==> src/rtl/ppu_pkg.sv <==
// Shared definitions for the PPU CPU-facing VRAM port.
package ppu_pkg;

  typedef enum logic [2:0] {
    ST_IDLE  = 3'd0,
    ST_WRITE = 3'd1,
    ST_REQ   = 3'd2,
    ST_CAP   = 3'd3,
    ST_PREQ  = 3'd4,
    ST_PCAP  = 3'd5
  } state_t;

  localparam logic [2:0] REG_PPUCTRL   = 3'd0;
  localparam logic [2:0] REG_PPUSTATUS = 3'd2;
  localparam logic [2:0] REG_PPUADDR   = 3'd6;
  localparam logic [2:0] REG_PPUDATA   = 3'd7;

  localparam logic [13:0] PALETTE_BASE  = 14'h3F00;
  localparam logic [13:0] NT_MIRROR_OFS = 14'h1000;

  // Step applied to v after every PPUDATA access.
  function automatic logic [13:0] vram_inc(input logic inc32);
    return inc32 ? 14'd32 : 14'd1;
  endfunction

endpackage

==> src/rtl/ppu_vram_port.sv <==
// PPUADDR two-write latch and PPUDATA access sequencer with delayed read buffer.
module ppu_vram_port
  import ppu_pkg::*;
#(
  parameter bit PAL_BUFFER_FILL = 1'b1
) (
  input  logic        clk,
  input  logic        rst,
  input  logic [2:0]  cpu_addr,
  input  logic        cpu_wr,
  input  logic        cpu_rd,
  input  logic [7:0]  cpu_data_in,
  output logic [7:0]  cpu_data_out,
  output logic        busy,
  output logic [15:0] mem_addr,
  output logic        mem_rd,
  output logic        mem_wr,
  output logic [7:0]  mem_wdata,
  input  logic [7:0]  mem_rdata
);

  state_t      r_state;
  logic [13:0] r_v;
  logic [5:0]  r_t_hi;
  logic        r_w;
  logic        r_inc32;
  logic [7:0]  r_read_buf;
  logic [7:0]  r_cpu_data_out;
  logic [15:0] r_mem_addr;
  logic        r_mem_rd;
  logic        r_mem_wr;
  logic        r_mem_wdata_vld_unused;
  logic [7:0]  r_mem_wdata;
  logic        r_busy;

  logic [13:0] w_v_next;
  logic        w_is_pal;

  assign w_v_next = r_v + vram_inc(r_inc32);
  assign w_is_pal = (r_v >= PALETTE_BASE);

  assign cpu_data_out = r_cpu_data_out;
  assign busy         = r_busy;
  assign mem_addr     = r_mem_addr;
  assign mem_rd       = r_mem_rd;
  assign mem_wr       = r_mem_wr;
  assign mem_wdata    = r_mem_wdata;

  // Register decode plus access sequencing; mem_addr tracks v except during
  // the palette refill, where it points at the underlying nametable byte.
  always_ff @(posedge clk or posedge rst) begin
    if (rst) begin
      r_state                <= ST_IDLE;
      r_v                    <= '0;
      r_t_hi                 <= '0;
      r_w                    <= 1'b0;
      r_inc32                <= 1'b0;
      r_read_buf             <= '0;
      r_cpu_data_out         <= '0;
      r_mem_addr             <= '0;
      r_mem_rd               <= 1'b0;
      r_mem_wr               <= 1'b0;
      r_mem_wdata            <= '0;
      r_busy                 <= 1'b0;
      r_mem_wdata_vld_unused <= 1'b0;
    end else begin
      r_mem_rd <= 1'b0;
      r_mem_wr <= 1'b0;
      case (r_state)
        ST_IDLE: begin
          if (cpu_wr) begin
            case (cpu_addr)
              REG_PPUCTRL: r_inc32 <= cpu_data_in[2];
              REG_PPUADDR: begin
                if (!r_w) begin
                  r_t_hi <= cpu_data_in[5:0];
                  r_w    <= 1'b1;
                end else begin
                  r_v        <= {r_t_hi, cpu_data_in};
                  r_mem_addr <= {2'b00, r_t_hi, cpu_data_in};
                  r_w        <= 1'b0;
                end
              end
              REG_PPUDATA: begin
                r_state     <= ST_WRITE;
                r_busy      <= 1'b1;
                r_mem_wr    <= 1'b1;
                r_mem_wdata <= cpu_data_in;
              end
              default: ;
            endcase
          end else if (cpu_rd) begin
            case (cpu_addr)
              REG_PPUSTATUS: r_w <= 1'b0;
              REG_PPUDATA: begin
                if (!w_is_pal) r_cpu_data_out <= r_read_buf;
                r_state  <= ST_REQ;
                r_busy   <= 1'b1;
                r_mem_rd <= 1'b1;
              end
              default: ;
            endcase
          end
        end
        ST_WRITE: begin
          r_v        <= w_v_next;
          r_mem_addr <= {2'b00, w_v_next};
          r_state    <= ST_IDLE;
          r_busy     <= 1'b0;
        end
        ST_REQ: begin
          r_state <= ST_CAP;
        end
        ST_CAP: begin
          if (w_is_pal) begin
            r_cpu_data_out <= mem_rdata;
            if (PAL_BUFFER_FILL) begin
              r_state    <= ST_PREQ;
              r_mem_rd   <= 1'b1;
              r_mem_addr <= {2'b00, r_v - NT_MIRROR_OFS};
            end else begin
              r_v        <= w_v_next;
              r_mem_addr <= {2'b00, w_v_next};
              r_state    <= ST_IDLE;
              r_busy     <= 1'b0;
            end
          end else begin
            r_read_buf <= mem_rdata;
            r_v        <= w_v_next;
            r_mem_addr <= {2'b00, w_v_next};
            r_state    <= ST_IDLE;
            r_busy     <= 1'b0;
          end
        end
        ST_PREQ: begin
          r_state <= ST_PCAP;
        end
        ST_PCAP: begin
          r_read_buf <= mem_rdata;
          r_v        <= w_v_next;
          r_mem_addr <= {2'b00, w_v_next};
          r_state    <= ST_IDLE;
          r_busy     <= 1'b0;
        end
        default: begin
          r_state <= ST_IDLE;
          r_busy  <= 1'b0;
        end
      endcase
    end
  end

endmodule

==> config.mk <==
export PLATFORM = sky130hd
export DESIGN_NAME = ppu_vram_port
export DESIGN_NICKNAME = d
export VERILOG_FILES = /design/src/rtl/ppu_pkg.sv /design/src/rtl/ppu_vram_port.sv
export SDC_FILE = /design/constraint.sdc
export NUM_CORES = 1
export LEC_CHECK = 0
export CELL_PAD_IN_SITES_DETAIL_PLACEMENT = 2
export CELL_PAD_IN_SITES_GLOBAL_PLACEMENT = 2
export CORE_ASPECT_RATIO = 1.25
export CORE_MARGIN = 4
export CORE_UTILIZATION = 34
export CTS_CLUSTER_DIAMETER = 100
export CTS_CLUSTER_SIZE = 20
export DETAILED_ROUTE_END_ITERATION = 10
export GPL_TIMING_DRIVEN = 0
export PLACE_DENSITY_LB_ADDON = 0.1
export SLEW_MARGIN = 15
export SYNTH_ARGS = -nofsm -noshare
export SYNTH_HDL_FRONTEND = slang
export SYNTH_SLANG_ARGS = --single-unit
==> constraint.sdc <==
create_clock -name clk -period 3 [get_ports clk]
set_input_delay 0.75 -clock clk [delete_from_list [all_inputs] [get_ports clk]]
set_output_delay 0.75 -clock clk [all_outputs]
set_load 0.005 [all_outputs]
==> results of run 1 <==
==> cells by family after synthesis <==
logic type / synth area share
and+or+nand+nor: 0.151
AOI/OAI and AO/OA: 0.173
DFF: 0.469
muxes: 0.114
buffers and inverters: 0.0476
xor gates and xnor gates: 0.0298
adders and majority gates: 0.0142
other: 0.00106
==> report_power, final <==
part,total [W],switching [W],internal [W]
Clock,0.000967,0.000412,0.000555
Sequential,0.00165,0.000331,0.00132
Combinational,0.00228,0.00114,0.00114
Total,0.00489,0.00188,0.00301
==> registers in the layout, indices dropped and copies added (netlist names), 3 cells and up <==
signal / flops
r_read_buf: 8
r_t_hi: 6
r_state: 3
r_v: 14
cpu_data_out: 8
mem_wdata: 8
mem_addr: 14
==> layout by cell type, fill, tap and decap left out, drive strengths merged, types with 2 or more instances in the layout <==
master	n
nand2	29
clkinv	4
nor2	23
xnor2	7
and2	3
nand3	15
conb	2
a21oi	28
dfrtp	66
o22ai	3
clkinvlp	3
a211oi	3
nand3b	2
buf	20
a22oi	6
nor3b	2
ha	4
mux2	25
nor2b	3
o21a	4
and4	2
clkdlybuf4s50	54
o211ai	7
clkbuf	13
inv	6
o21ai	19
or3b	2
nand2b	2
a21boi	2
nand4	3
o32ai	2
mux2i	12
nand4b	2
xor2	5
nor3	9
a31oi	7
==> stage by stage <==
stage | hold WS [ns] | setup WS, ns
floorplan | 0.464 | 0.595
global placement | 0.473 | -0.739
detailed placement | 0.484 | 0.223
CTS | 0.498 | 0.559
global route | 0.526 | 0.479
finish | 0.495 | 0.563
==> worst max-delay path, delay by kind of cell <==
family	cells	cell delay, ns
buf+inv	1	0.45
mux	1	0.41
simple gates	3	1.04
==> path summary, 6_finish.rpt <==
check / end / depth (start not counted) / slack (ns)
hold / removal: mem_addr[1]$_DFFE_PP0P_ / 1 / 0.49
setup / recovery: r_t_hi[3]$_DFFE_PP0P_ / 5 / 0.56
setup reg to reg: r_v[10]$_DFFE_PP0P_ / 7 / 0.79
max in group asynchronous: mem_addr[0]$_DFFE_PP0P_ / 3 / 1.70
hold reg to reg: mem_addr[1]$_DFFE_PP0P_ / 1 / 0.49
min in group asynchronous: cpu_data_out[5]$_DFFE_PP0P_ / 2 / 0.76
==> final cells by class <==
cell class | instances | area (µm²)
fill | 1081 | 5580
multi-input combinational | 245 | 1710
sequential | 66 | 1650
timing repair buffer | 55 | 561
clock buffer | 9 | 225
tap | 129 | 161
buffer | 23 | 145
clock inverter | 7 | 46.3
inverter | 6 | 25.0
==> metal layers <==
| layer | vias up | GRT usage |
|---|---|---|
| met2 | 42 | 0.366 |
| li1 | 1354 | - |
| met5 | - | 0 |
| met4 | 0 | 0.0726 |
| met3 | 15 | 0.0378 |
| met1 | 1524 | 0.223 |
==> tab_implementation.tex, run 1 <==
\begin{tabular}{lr}
\hline
Metric & Value \\
\hline
\multicolumn{2}{l}{\textbf{Finish}} \\
Area Growth Syn to Fin & 28.4\% \\
Number of diodes & 0 \\
\# nets final & 433 \\
Final cell utilization of the core & 0.447 \\
Fraction of layout instances using a drive strength above 1 & 0.190 \\
Post-route design area & 4520 µm² \\
Final std cells w/o fill & 540 \\
\multicolumn{2}{l}{\textbf{Critical path}} \\
CP max stage cell & sky130\_fd\_sc\_hd\_\_nor3\_2 \\
Critical R2R Launch & r\_inc32\$\_DFFE\_PP0P\_ \\
Largest fanout on the critical path & 6 \\
Worst setup path startpoint & cpu\_addr[0] \\
Critical Path, Cell by Cell & clkdlybuf4s50\_1, nand3b\_1, nand2b\_1, nor3\_2, mux2\_2 \\
Crit path arrival time & 2.65 ns \\
Kind of critical path & in -> reg \\
Peak per-stage delay on the critical path & 0.57 ns \\
Nature of the critical path startpoint & input port \\
Worst endpoint required time & 3.22 ns \\
Crit end category & register \\
\multicolumn{2}{l}{\textbf{STA}} \\
RSZ-0062 raised after global routing & false \\
Worst clock skew & 0.0107 ns \\
F\_max & 410 MHz \\
Post-layout minimum cycle time & 2.44 ns \\
Total negative slack for setup checks & 0 ns \\
Slew Limit Headroom & 0.514 \\
Actual slew at the worst max-slew pin & 0.725 ns \\
Final setup violation count & 0 \\
Max-slew violation count & 0 \\
Final Cycle Share & 0.812 \\
Number of hold-slack violations in the final timing report & 0 \\
\multicolumn{2}{l}{\textbf{Route}} \\
Detail-routed net length per standard cell & 20.7 µm \\
First drt pass iteration count & 4 \\
Via count & 2935 \\
Starting DRT DRC Count & 111 \\
DRC violation count after routing & 0 \\
Count of nets left with antenna violations after detail routing & 0 \\
Top sig layer & met4 \\
Met3 WL post-DR & 302 µm \\
Wire length the detailed router placed on met1 & 4510 µm \\
Avg Vias per Cell & 5.44 \\
Wirelength, routed & 11200 µm \\
Total met2 wirelength after detailed routing & 6120 µm \\
\multicolumn{2}{l}{\textbf{Clock network}} \\
Total clock buffers created by CTS & 9 \\
Hold Buf Count CTS & 0 \\
CTS H-tree lvls & 3 \\
Clock slew seen by the registers of the worst setup and hold paths & 0.06 ns \\
Max Buffers Root-to-Sink & 2 \\
Post-cts gate resize count & 0 \\
Root buffer cell & sky130\_fd\_sc\_hd\_\_clkbuf\_16 \\
\# clock sinks & 66 \\
Setup repair bufs after CTS & 0 \\
Skew-Pair Late Insertion Delay & 0.34 ns \\
TritonCTS clock tree & built \\
\multicolumn{2}{l}{\textbf{Placement}} \\
HPWL Detailed & 8170 µm \\
Port Buffers & 54 \\
Global placement routability congestion & 0.796 \\
Placed instance count & 524 \\
Placed standard-cell area & 4250 µm² \\
\multicolumn{2}{l}{\textbf{Power}} \\
PD cells & 1080 nW/µm² \\
Total power after layout & 0.00489 W \\
Standby leakage power & 1.84 nW \\
IR Drop Worst-Case VDD & 0.000374 V \\
\multicolumn{2}{l}{\textbf{Synth}} \\
Number of instances in the synthesized netlist & 339 \\
Number of unique standard cell types used by synthesis & 62 \\
Share of flip-flops with an asynchronous set or reset & 1.00 \\
Cell area after synthesis & 3520 µm² \\
Predominant post-synthesis flop cell & sky130\_fd\_sc\_hd\_\_dfrtp\_1 \\
Cell type contributing the most total cell area after synthesis & sky130\_fd\_sc\_hd\_\_dfrtp\_1 \\
Cell with the most instances after synthesis & sky130\_fd\_sc\_hd\_\_dfrtp\_1 \\
Top cells by instance count after synthesis & sky130\_fd\_sc\_hd\_\_dfrtp\_1, sky130\_fd\_sc\_hd\_\_nand2\_1, sky130\_fd\_sc\_hd\_\_a21oi\_1, sky130\_fd\_sc\_hd\_\_mux2\_2, sky130\_fd\_sc\_hd\_\_nor2\_1 \\
Number of synthesized register bits & 66 \\
Seq/Total Area, Yosys & 0.469 \\
Cells taking the most area after synthesis & sky130\_fd\_sc\_hd\_\_dfrtp\_1, sky130\_fd\_sc\_hd\_\_mux2\_2, sky130\_fd\_sc\_hd\_\_a21oi\_1, sky130\_fd\_sc\_hd\_\_mux2i\_1, sky130\_fd\_sc\_hd\_\_nand2\_1 \\
Count of yosys warnings during synthesis & 0 \\
Number of enable-type register cells in the synthesized netlist & 0 \\
Mean post-synth cell area & 10.4 µm² \\
Fraction of post-synthesis cell area in the top cell type by area & 0.469 \\
\multicolumn{2}{l}{\textbf{Global route}} \\
Number of antenna violations at the first check in global routing & 0 \\
Total GRT Usage & 0.198 \\
Overflow left after global routing & 0 \\
Wire length of the first global-routing pass & 18300 µm \\
Via count of the first global-routing pass & 3394 \\
Largest net degree at the start of global routing & 40 \\
\multicolumn{2}{l}{\textbf{Floorplanning}} \\
Core footprint & 10100 µm² \\
Ports placed on the boundary & 58 \\
Std-Cell Rows & 41 \\
Initial cell density of the core & 0.349 \\
Chip width & 99.0 µm \\
Die boundary height & 122 µm \\
Total Die Area & 12100 µm² \\
\multicolumn{2}{l}{\textbf{Hold path}} \\
Hold WC Path Type & reg -> reg \\
Launch point of the worst hold path & mem\_addr[1]\$\_DFFE\_PP0P\_ \\
\multicolumn{2}{l}{\textbf{Status}} \\
Result of the run & finished clean \\
\multicolumn{2}{l}{\textbf{Flow run}} \\
Count of maximum capacitance violations & 0 \\
\hline
\end{tabular}
(Power assumes the default switching activity.)
==> inputs of run 2 (changes only) <==
- CORE_UTILIZATION: 34 -> 31
- clock period: 3 -> 2 ns (I/O delays scaled with it)
==> tab_implementation.tex, run 2 (synthesis gave the netlist of run 1 again) <==
\begin{tabular}{lr}
\hline
Metric & Value \\
\hline
\multicolumn{2}{l}{\textbf{Route}} \\
DRC violation count after routing & 0 (unchanged) \\
Count of nets left with antenna violations after detail routing & 0 (unchanged) \\
Detail-routed net length per standard cell & 20.9 µm (+1.2\%) \\
Starting DRT DRC Count & 84 (-24\%) \\
Wirelength, routed & 11800 µm (+5.4\%) \\
Avg Vias per Cell & 5.36 (-1.3\%) \\
Via count & 3014 (+2.7\%) \\
First drt pass iteration count & 4 (unchanged) \\
\multicolumn{2}{l}{\textbf{Finish}} \\
Count of filler cells inserted in the layout & 1180 (+9.2\%) \\
Most frequent cells in the layout & sky130\_fd\_sc\_hd\_\_dfrtp\_1, sky130\_fd\_sc\_hd\_\_clkdlybuf4s50\_1, sky130\_fd\_sc\_hd\_\_nand2\_1 \\
Most common library cell in the layout ignoring fill and taps & sky130\_fd\_sc\_hd\_\_dfrtp\_1 \\
Area Growth Syn to Fin & 38.6\% \\
Number of diodes & 0 (unchanged) \\
Final std cells w/o fill & 562 (+4.1\%) \\
\# nets final & 449 (+3.7\%) \\
Fraction of layout instances using a drive strength above 1 & 0.255 (+0.0655) \\
\multicolumn{2}{l}{\textbf{Floorplanning}} \\
Std-Cell Rows & 43 (+4.9\%) \\
Chip width & 103 µm (+4.3\%) \\
Ports placed on the boundary & 58 (unchanged) \\
Total Die Area & 13100 µm² (+9.0\%) \\
Die boundary height & 127 µm (+4.4\%) \\
Core footprint & 11100 µm² (+9.7\%) \\
Initial cell density of the core & 0.318 (-0.0307) \\
\multicolumn{2}{l}{\textbf{Critical path}} \\
Largest fanout on the critical path & 3 (-3) \\
CP max stage cell & sky130\_fd\_sc\_hd\_\_dfrtp\_2 \\
Bufs and invs on worst path & 0 (-1) \\
Crit end category & register \\
Peak per-stage delay on the critical path & 0.44 ns (-0.13 ns) \\
Crit path arrival time & 2.19 ns (-0.46 ns) \\
Critical Path, Cell by Cell & ha\_4, and4\_4, a31oi\_4, or3b\_4, o22ai\_4, o2bb2a\_4 \\
Nature of the critical path startpoint & register \\
Worst-case register-to-register setup slack & 0.04 ns (-0.75 ns) \\
Worst endpoint required time & 2.23 ns (-0.99 ns) \\
Top delay family on crit path & simple AND/OR/NAND/NOR gates \\
Kind of critical path & reg -> reg \\
\multicolumn{2}{l}{\textbf{Placement}} \\
HPWL Detailed & 8110 µm (-0.71\%) \\
Placed instance count & 531 (+1.3\%) \\
Port Buffers & 54 (unchanged) \\
Global placement routability congestion & 0.792 (-0.48\%) \\
\multicolumn{2}{l}{\textbf{Power}} \\
Power share of the combinational group & 0.472 (+0.006) \\
P\_sw & 0.00296 W (+57\%) \\
PD cells & 1640 nW/µm² (+52\%) \\
Internal Dissipation & 0.00506 W (+68\%) \\
IR Drop Worst-Case VDD & 0.000531 V (+42\%) \\
Standby leakage power & 2.01 nW (+8.8\%) \\
Part of the power in registers & 0.314 (-0.022) \\
Clock share of power & 0.215 (+0.017) \\
Net switching fraction of the power & 0.369 (-0.0160) \\
\multicolumn{2}{l}{\textbf{Global route}} \\
Met2 usage & 0.339 (-0.0278) \\
Met3 usage & 0.0393 (+0.00152) \\
Wire length of the first global-routing pass & 18700 µm (+2.5\%) \\
Overflow left after global routing & 0 (unchanged) \\
M1 GR Usage & 0.221 (-0.00198) \\
Via count of the first global-routing pass & 3408 (+0.41\%) \\
Busiest metal layer after global routing & met2 \\
Largest net degree at the start of global routing & 29 (-28\%) \\
Number of antenna violations at the first check in global routing & 0 (unchanged) \\
Total GRT Usage & 0.189 (-0.00833) \\
\multicolumn{2}{l}{\textbf{Clock network}} \\
Max Buffers Root-to-Sink & 2 (unchanged) \\
Hold Buf Count CTS & 0 (unchanged) \\
Clock slew seen by the registers of the worst setup and hold paths & 0.06 ns (about the same) \\
Total clock buffers created by CTS & 9 (unchanged) \\
CTS H-tree lvls & 3 (unchanged) \\
TritonCTS clock tree & built \\
Root buffer cell & sky130\_fd\_sc\_hd\_\_clkbuf\_16 \\
Skew-Pair Late Insertion Delay & 0.34 ns (about the same) \\
\# clock sinks & 66 (unchanged) \\
\multicolumn{2}{l}{\textbf{STA}} \\
Slew Limit Headroom & 0.553 (+0.0389) \\
Final Cycle Share & 0.981 \\
Max-slew violation count & 0 (unchanged) \\
Post-layout minimum cycle time & 1.96 ns \\
F\_max & 510 MHz \\
Final setup violation count & 0 (unchanged) \\
Actual slew at the worst max-slew pin & 0.669 ns (-0.0558 ns) \\
Total negative slack for setup checks & 0 ns (unchanged) \\
Worst clock skew & 0.00601 ns (-0.00470 ns) \\
Number of hold-slack violations in the final timing report & 0 (unchanged) \\
\multicolumn{2}{l}{\textbf{Hold path}} \\
Hold WC Path Type & reg -> reg \\
\multicolumn{2}{l}{\textbf{Status}} \\
Result of the run & finished clean \\
\multicolumn{2}{l}{\textbf{Flow run}} \\
Count of maximum capacitance violations & 0 (unchanged) \\
\hline
\end{tabular}
-- run 2: per-layer routing --
layer	up-vias	share of wire
met5	-	0
met4	0	0.015
met3	12	0.034
met2	49	0.55
met1	1562	0.40
li1	1391	-
-- run 2: final cells by class --
type / instances / area, µm² / area share
multi-input combinational: 245 / 1830 / 0.374
sequential: 66 / 1650 / 0.339
timing repair buffer: 71 / 731 / 0.150
clock buffer: 11 / 243 / 0.0497
tap: 135 / 169 / 0.0346
buffer: 23 / 155 / 0.0318
clock inverter: 5 / 77.6 / 0.0159
inverter: 6 / 26.3 / 0.00538
-- run 2: repair_timing --
item / in CTS / in global routing
setup buffers: 9 / 5
endpoints found under the setup margin: 52 / 48
gates cloned: 0 / 1
resized for setup: 14 / 16
pin swaps: 4 / 8
-- run 2: path summary, 6_finish.rpt --
check / to / depth (start not counted) / startpoint
min in group asynchronous: mem_addr[3]$_DFFE_PP0P_ / 2 / rst
setup reg to reg: r_v[13]$_DFFE_PP0P_ / 6 / r_inc32$_DFFE_PP0P_
hold reg to reg: r_read_buf[5]$_DFFE_PP0P_ / 1 / r_read_buf[5]$_DFFE_PP0P_
max in group asynchronous: r_v[6]$_DFFE_PP0P_ / 3 / rst
setup / recovery: r_v[13]$_DFFE_PP0P_ / 6 / r_inc32$_DFFE_PP0P_
hold / removal: r_read_buf[5]$_DFFE_PP0P_ / 1 / r_read_buf[5]$_DFFE_PP0P_
-- run 2: through the flow --
stage	total power [W]	hold slack [ns]	util	area (µm²)	worst slack, ns
3_5_place_dp	0.00591	0.485	0.387	4290	-0.557
2_1_floorplan	0.00443	0.464	-	3530	0.131
5_1_grt	0.00860	0.524	0.440	4880	-0.0155
3_3_place_gp	0.00575	0.475	0.382	4240	-0.527
4_1_cts	0.00785	0.498	0.429	4750	0.000106
6_report	0.00803	0.497	0.440	4880	0.0381
-- run 2: power groups by stage --
stage          clock network, W  logic (W)  registers [W]
2_1_floorplan                 0    0.00205        0.00238
3_3_place_gp                  0    0.00331        0.00245
3_5_place_dp                  0    0.00343        0.00248
4_1_cts                 0.00177    0.00359        0.00250
5_1_grt                 0.00184    0.00414        0.00262
6_report                0.00172    0.00379        0.00252
